$ cat config.mk
export PLATFORM = sky130hd
export DESIGN_NAME = bitstream_expander
export DESIGN_NICKNAME = d
export VERILOG_FILES = /design/src/rtl/bitstream_pkg.sv /design/src/rtl/bundle_fifo.sv /design/src/rtl/bitstream_expander.sv
export SDC_FILE = /design/constraint.sdc
export NUM_CORES = 1
export LEC_CHECK = 0
export ABC_AREA = 1
export CORE_MARGIN = 1.5
export CORE_UTILIZATION = 50
export CTS_BUF_LIST = sky130_fd_sc_hd__clkbuf_8
export DETAILED_ROUTE_END_ITERATION = 8
export PLACE_DENSITY = 0.68
export RECOVER_POWER = 25
export SYNTH_ARGS = -nofsm -noshare
export SYNTH_HDL_FRONTEND = slang
export SYNTH_SLANG_ARGS = --single-unit
$ cat constraint.sdc
create_clock -name top_clk -period 9.85 [get_ports top_clk]
set_clock_uncertainty 0.15 [all_clocks]
set_input_delay 0.985 -clock top_clk [delete_from_list [all_inputs] [get_ports top_clk]]
set_output_delay 0.985 -clock top_clk [all_outputs]
set_load 0.05 [all_outputs]
$ cat src/rtl/bitstream_pkg.sv
// Shared types for the bitstream expander: bundle flag encoding, expansion FSM
// states and small flag-decoding helpers.
package bitstream_pkg;

  localparam int FLAG_W    = 3;
  localparam int NUM_BYTES = 4;

  typedef enum logic [FLAG_W-1:0] {
    NONE     = 3'd0,
    PLAIN1   = 3'd1,
    PLAIN2   = 3'd2,
    PLAIN3   = 3'd3,
    INVALID  = 3'd4,
    RUN      = 3'd5,
    RUN_B4   = 3'd6,
    RUN_B4B5 = 3'd7
  } flag_e;

  typedef enum logic [2:0] {
    ST_IDLE,
    ST_HEAD,
    ST_RUN,
    ST_TAIL,
    ST_PLAIN,
    ST_MARK
  } exp_state_e;

  // Number of bytes following the run section (bit_4, then bit_5).
  function automatic logic [1:0] tail_bytes(flag_e f);
    case (f)
      RUN_B4:   return 2'd1;
      RUN_B4B5: return 2'd2;
      default:  return 2'd0;
    endcase
  endfunction

  // Bundles that carry no bytes at all.
  function automatic logic is_empty_flag(flag_e f);
    return (f == NONE) || (f == INVALID);
  endfunction

endpackage

$ cat src/rtl/bundle_fifo.sv
// Bundle storage array: one write port, one asynchronous read port.
// Pointer and occupancy control live in the owner.
module bundle_fifo #(
  parameter int DEPTH = 8,
  parameter int WIDTH = 8
) (
  input  logic                     clk,
  input  logic                     we,
  input  logic [$clog2(DEPTH)-1:0] waddr,
  input  logic [WIDTH-1:0]         wdata,
  input  logic [$clog2(DEPTH)-1:0] raddr,
  output logic [WIDTH-1:0]         rdata
);

  logic [WIDTH-1:0] mem [DEPTH];

  always_ff @(posedge clk) begin
    if (we) mem[waddr] <= wdata;
  end

  assign rdata = mem[raddr];

endmodule

$ cat src/rtl/bitstream_expander.sv
// Buffers compressed bundles and expands them (head, run of bit_2 copies,
// tail bytes) into beats of up to OUT_LANES bytes over valid/ready.
module bitstream_expander
  import bitstream_pkg::*;
#(
  parameter int BYTE_WIDTH = 8,
  parameter int RUN_WIDTH  = 8,
  parameter int FIFO_DEPTH = 8,
  parameter int OUT_LANES  = 4
) (
  input  logic                               top_clk,
  input  logic                               top_reset,
  input  logic                               in_valid,
  output logic                               in_ready,
  input  logic [FLAG_W-1:0]                  in_flag,
  input  logic [BYTE_WIDTH-1:0]              in_bit_1,
  input  logic [BYTE_WIDTH-1:0]              in_bit_2,
  input  logic [RUN_WIDTH-1:0]               in_bit_3,
  input  logic [BYTE_WIDTH-1:0]              in_bit_4,
  input  logic [BYTE_WIDTH-1:0]              in_bit_5,
  input  logic                               in_last,
  output logic                               out_valid,
  input  logic                               out_ready,
  output logic [OUT_LANES*BYTE_WIDTH-1:0]    out_data,
  output logic [$clog2(OUT_LANES+1)-1:0]     out_count,
  output logic                               out_last,
  output logic [$clog2(FIFO_DEPTH+1)-1:0]    fifo_level,
  output logic                               err_flag
);

  localparam int AW = $clog2(FIFO_DEPTH);
  localparam int CW = $clog2(OUT_LANES + 1);
  localparam int LW = $clog2(FIFO_DEPTH + 1);

  // bytes[0]=bit_1, [1]=bit_2, [2]=bit_4, [3]=bit_5; run carries bit_3.
  typedef struct packed {
    flag_e                                flag;
    logic [NUM_BYTES-1:0][BYTE_WIDTH-1:0] bytes;
    logic [RUN_WIDTH-1:0]                 run;
    logic                                 last;
  } bundle_t;

  typedef struct packed {
    logic [OUT_LANES-1:0][BYTE_WIDTH-1:0] data;
    logic [CW-1:0]                        count;
    exp_state_e                           st;
    logic [RUN_WIDTH-1:0]                 cnt;
    logic [1:0]                           sub;
  } beat_t;

  // Skip over phases that have nothing left to emit.
  function automatic exp_state_e settle(exp_state_e st, logic [RUN_WIDTH-1:0] cnt,
                                        logic [1:0] sub, bundle_t b);
    exp_state_e s;
    s = st;
    if (s == ST_RUN && cnt == '0) s = ST_TAIL;
    if (s == ST_TAIL && sub >= tail_bytes(b.flag)) s = ST_IDLE;
    if (s == ST_PLAIN && {1'b0, sub} >= b.flag) s = ST_IDLE;
    if (s == ST_MARK) s = ST_IDLE;
    return s;
  endfunction

  // Walk the expansion from (st0, cnt0, sub0) filling lanes in order; the
  // returned state is where the next beat of the same bundle starts.
  function automatic beat_t build_beat(bundle_t b, exp_state_e st0,
                                       logic [RUN_WIDTH-1:0] cnt0, logic [1:0] sub0);
    beat_t                r;
    exp_state_e           s;
    logic [RUN_WIDTH-1:0] cnt;
    logic [1:0]           sub;
    r   = '0;
    s   = st0;
    cnt = cnt0;
    sub = sub0;
    for (int l = 0; l < OUT_LANES; l++) begin
      s = settle(s, cnt, sub, b);
      if (s != ST_IDLE) r.count = r.count + CW'(1);
      case (s)
        ST_HEAD: begin
          r.data[l] = b.bytes[0];
          if (b.flag inside {PLAIN1, PLAIN2, PLAIN3}) begin
            s   = ST_PLAIN;
            sub = 2'd1;
          end else begin
            s   = ST_RUN;
            cnt = b.run;
          end
        end
        ST_PLAIN: begin
          r.data[l] = (sub == 2'd1) ? b.bytes[1] : BYTE_WIDTH'(b.run);
          sub = sub + 2'd1;
        end
        ST_RUN: begin
          r.data[l] = b.bytes[1];
          cnt = cnt - RUN_WIDTH'(1);
        end
        ST_TAIL: begin
          r.data[l] = (sub == 2'd0) ? b.bytes[2] : b.bytes[3];
          sub = sub + 2'd1;
        end
        default: ;
      endcase
    end
    r.st  = settle(s, cnt, sub, b);
    r.cnt = cnt;
    r.sub = sub;
    return r;
  endfunction

  logic [AW-1:0]            wptr, rptr;
  logic [LW-1:0]            level;
  logic [$bits(bundle_t)-1:0] rdata_raw;
  bundle_t                  head, cur, push_b, src;
  exp_state_e               state, nxt_state, start_st;
  logic [RUN_WIDTH-1:0]     run_cnt, nxt_cnt, start_cnt;
  logic [1:0]               sub, nxt_sub, start_sub;
  logic                     push, pop, load, load_last, fifo_empty;
  beat_t                    walk;

  assign in_ready   = (level != LW'(FIFO_DEPTH));
  assign fifo_empty = (level == '0);
  assign fifo_level = level;
  assign push       = in_valid & in_ready;
  assign push_b     = '{flag:  flag_e'(in_flag),
                        bytes: {in_bit_5, in_bit_4, in_bit_2, in_bit_1},
                        run:   in_bit_3,
                        last:  in_last};
  assign head       = bundle_t'(rdata_raw);

  bundle_fifo #(
    .DEPTH(FIFO_DEPTH),
    .WIDTH($bits(bundle_t))
  ) u_fifo (
    .clk  (top_clk),
    .we   (push),
    .waddr(wptr),
    .wdata(push_b),
    .raddr(rptr),
    .rdata(rdata_raw)
  );

  // Stage p0: pick the bundle and start point, pack one beat.
  always_comb begin
    pop       = 1'b0;
    load      = 1'b0;
    nxt_state = state;
    nxt_cnt   = run_cnt;
    nxt_sub   = sub;
    if (state == ST_IDLE) begin
      src       = head;
      start_st  = is_empty_flag(head.flag) ? ST_MARK : ST_HEAD;
      start_cnt = '0;
      start_sub = '0;
    end else begin
      src       = cur;
      start_st  = state;
      start_cnt = run_cnt;
      start_sub = sub;
    end
    walk      = build_beat(src, start_st, start_cnt, start_sub);
    load_last = src.last && (walk.st == ST_IDLE);
    if (state == ST_IDLE) begin
      if (!fifo_empty && out_ready) begin
        pop       = 1'b1;
        load      = !is_empty_flag(head.flag) || head.last;
        nxt_state = walk.st;
        nxt_cnt   = walk.cnt;
        nxt_sub   = walk.sub;
      end
    end else if (!out_valid || out_ready) begin
      load      = 1'b1;
      nxt_state = walk.st;
      nxt_cnt   = walk.cnt;
      nxt_sub   = walk.sub;
    end
  end

  always_ff @(posedge top_clk) begin
    if (pop) cur <= head;
  end

  // Stage p1: FIFO pointers, FSM and registered output beat.
  always_ff @(posedge top_clk or posedge top_reset) begin
    if (top_reset) begin
      wptr      <= '0;
      rptr      <= '0;
      level     <= '0;
      state     <= ST_IDLE;
      run_cnt   <= '0;
      sub       <= '0;
      out_valid <= 1'b0;
      out_data  <= '0;
      out_count <= '0;
      out_last  <= 1'b0;
      err_flag  <= 1'b0;
    end else begin
      if (push) wptr <= wptr + AW'(1);
      if (pop)  rptr <= rptr + AW'(1);
      case ({push, pop})
        2'b10:   level <= level + LW'(1);
        2'b01:   level <= level - LW'(1);
        default: ;
      endcase
      state   <= nxt_state;
      run_cnt <= nxt_cnt;
      sub     <= nxt_sub;
      if (push && flag_e'(in_flag) == INVALID) err_flag <= 1'b1;
      if (load) begin
        out_valid <= 1'b1;
        out_data  <= walk.data;
        out_count <= walk.count;
        out_last  <= load_last;
      end else if (out_ready) begin
        out_valid <= 1'b0;
      end
    end
  end

endmodule

==> impl_results.md <==
* Max Cap Viol at 0
* Data required, critical path at 10.30 ns
* Kind of critical path: flop to flop
* Sequential share of the synthesized area at 0.613
* Clk sink count at 457
* CP dominant cell by count: nand2_1
* Synth area leaders: edfxtp_1 (54%), nand2_1 (8.1%), dfrtp_1 (7.0%), o21ai_0 (6.1%), nor2_1 (5.1%)
* Critical path's slowest cell: dfrtp_1
* Via density at 5.71
* Area leader, netlist: edfxtp_1
* DP Cell Count at 2818
* Worst skew pair latency at 0.66 ns
* Slowest stage delay, CP at 0.46 ns
* Filler Cell Count at 3741
* Die height at 212 um
* GRT met2 Usage at 0.423
* Clock slew at reported path FFs at 0.07 ns
* Post-synth top area share at 0.543
* GPL Wtd Cong at 1.00
* Vias in the first global route at 16200
* Hpwl dp at 36700 um
* Grt total ovfl at 0
* Initial Util at 0.507
* CTS root buffer: clkbuf_8
* Met3 Use GR at 0.0428
* Gate Count Post-Synth at 2205
* Most common cell after layout, fill and taps aside: nand2_1
* Register area at 13400 um^2
* First-pass GRT wire length at 92500 um
* Non-filler cells, final at 2960
* Drt drc at 0
* Crit. End Element: flop
* Final Hold Vio Count at 0
* Die width at 212 um
* Max Root-Sink Buffers at 3
* Area delta synth->final at 14.2%
* Hold WC Path Type: flop to flop
* Pin count of the biggest net entering global routing at 110
* Nets at 2406
* All-Layer GR Usage at 0.272
* Final Util at 0.579
* DRT Wirelength at 60100 um
* GRT Max-Usage Layer: met2
* DRT Pass-1 Iters at 6
* F_max at 110 MHz
* Core area at 43200 um^2
* Clock buffer count from CTS at 75
* Post-place setup slack at 0.0955 ns
* CTS tree: yes
* #FFs+latches synth at 457
* Post-synth cell types at 51
* DR vias at 16900
* Syn_area_per_cell at 9.93 um^2
* Crit-path max FO at 17
* Syn nets at 2295
* Post-synthesis cell area at 21900 um^2
* Minimum clock period at 9.05 ns
* Share of cells above drive strength 1 at 0.110
* CTS Hold Buffers Added at 0
* Final ANT Viol Nets at 0
* Rows at 76
* Met1 usage at 0.378
* Final setup fails at 0
* Startpoint Class: flop
* Yosys warning total at 0
* IO Count at 91
* RSZ-0062 raised after global routing: false
* Initial antenna violation count at 1
* Setup TNS Final at 0 ns
* H-tree Lvls at 3
* Multi-input gate area at 7560 um^2
* Relative slew slack at 0.232
* Drt initial violations at 1527
* Worst-margin pin slew at 1.15 ns
* Most frequent cells in the layout: nand2_1 (470), edfxtp_1 (396), nor2_1 (287), o21ai_0 (267), inv_1 (172)
* Crit share post-route at 0.919
* Final Max Tran Viols at 0
* Wirelength per Cell at 20.3 um
* Status: complete, no violations
* Die area at 45100 um^2
* Final setup margin at 0.795 ns
* Number of port buffers at 90
* Worst Path Arrival at 9.50 ns
state kept, by name, indices dropped and copies added (netlist names):
| signal | flops |
|---|---|
| u_fifo.mem | 352 |
| cur | 44 |
| out_data | 32 |
| run_cnt | 8 |
| fifo_level | 4 |
| out_count | 3 |
| rptr | 3 |
| state | 3 |
| wptr | 3 |
| sub | 2 |
| err_flag | 1 |
| out_last | 1 |
| out_valid | 1 |
per-layer routing:
layer | wire, um | vias up
met2 | 28000 | 745
li1 | - | 7886
met4 | 1960 | 0
met3 | 4540 | 132
met5 | 0 | -
met1 | 25600 | 8152
per-stage QoR:
step                      instance area [um^2]  hold WS [ns]
final                                    25000         0.321
after global routing                     25000         0.353
after CTS                                24900         0.329
after detailed placement                 23500         0.311
after global placement                   23500         0.300
after floorplan                          21900         0.299
cell families after synthesis:
| group | Yosys count | share of synthesized area |
|---|---|---|
| AOI/OAI and AO/OA | 465 | 0.121 |
| xor gates and xnor gates | 18 | 0.00720 |
| adders and majority gates | 42 | 0.0243 |
| buffers and inverters | 268 | 0.0488 |
| DFF | 457 | 0.613 |
| and+or+nand+nor | 955 | 0.186 |
Yosys cell counts (all sizes together):
cell type  number
nand2         493
edfxtp        396
nor2          325
o21ai         279
inv           162
nand3          92
clkbuf         78
o22ai          78
dfrtp          61
o211ai         43
ha             41
a21oi          26
buf            24
nand4          19
xor2           16
or2            13
a31oi          12
o311ai          8
nor3            6
o2111ai         6
nand3b          5
o221ai          5
clkinv          4
a211oi          2
a22oi           2
and2            2
o21a            2
xnor2           2
a21boi          1
a31o            1
fa              1
area by class of cell:
| cell class | count | share of cell area |
|---|---|---|
| multi-input cells | 1481 | 0.302 |
| diodes | 1 | 0.000100 |
| clock inverters | 51 | 0.00996 |
| well taps | 585 | 0.0293 |
| clock buffers | 84 | 0.0462 |
| flip-flops and latches | 457 | 0.537 |
| inverters | 166 | 0.0254 |
| repair buffers | 135 | 0.0500 |
critical path, delay by kind of cell, from the launching register on:
family | cells | cell delay (ns)
AND/OR/NAND/NOR | 28 | 3.16
flip-flops | 1 | 0.46
AO/OA/AOI/OAI | 15 | 2.07
buffers and inverters | 11 | 1.53
adder cells (fa/ha/maj) | 5 | 1.42
XOR/XNOR | 1 | 0.21
final timing paths:
| kind | start | slack (ns) | cells after the start | to |
|---|---|---|---|---|
| worst max-delay path | state[1]$_DFFE_PP0P_ | 0.80 | 60 | out_last$_DFFE_PP0P_ |
| worst min-delay path | err_flag$_DFFE_PP0P_ | 0.32 | 1 | err_flag$_DFFE_PP0P_ |
| worst max register to register | state[1]$_DFFE_PP0P_ | 0.80 | 60 | out_last$_DFFE_PP0P_ |
| worst min register to register | err_flag$_DFFE_PP0P_ | 0.32 | 1 | err_flag$_DFFE_PP0P_ |
| max in group asynchronous | top_reset | 8.03 | 3 | rptr[0]$_DFFE_PP0P_ |
| min in group asynchronous | top_reset | 0.81 | 3 | run_cnt[6]$_DFFE_PP0P_ |
repair_timing:
item,CTS,global route
buffers inserted,0,5
setup endpoints to repair,0,14
resized for setup,0,19
Power is left out: the tool's default activity adds up to more than one toggle a clock period on the data nets, which glitch-free logic cannot reach.
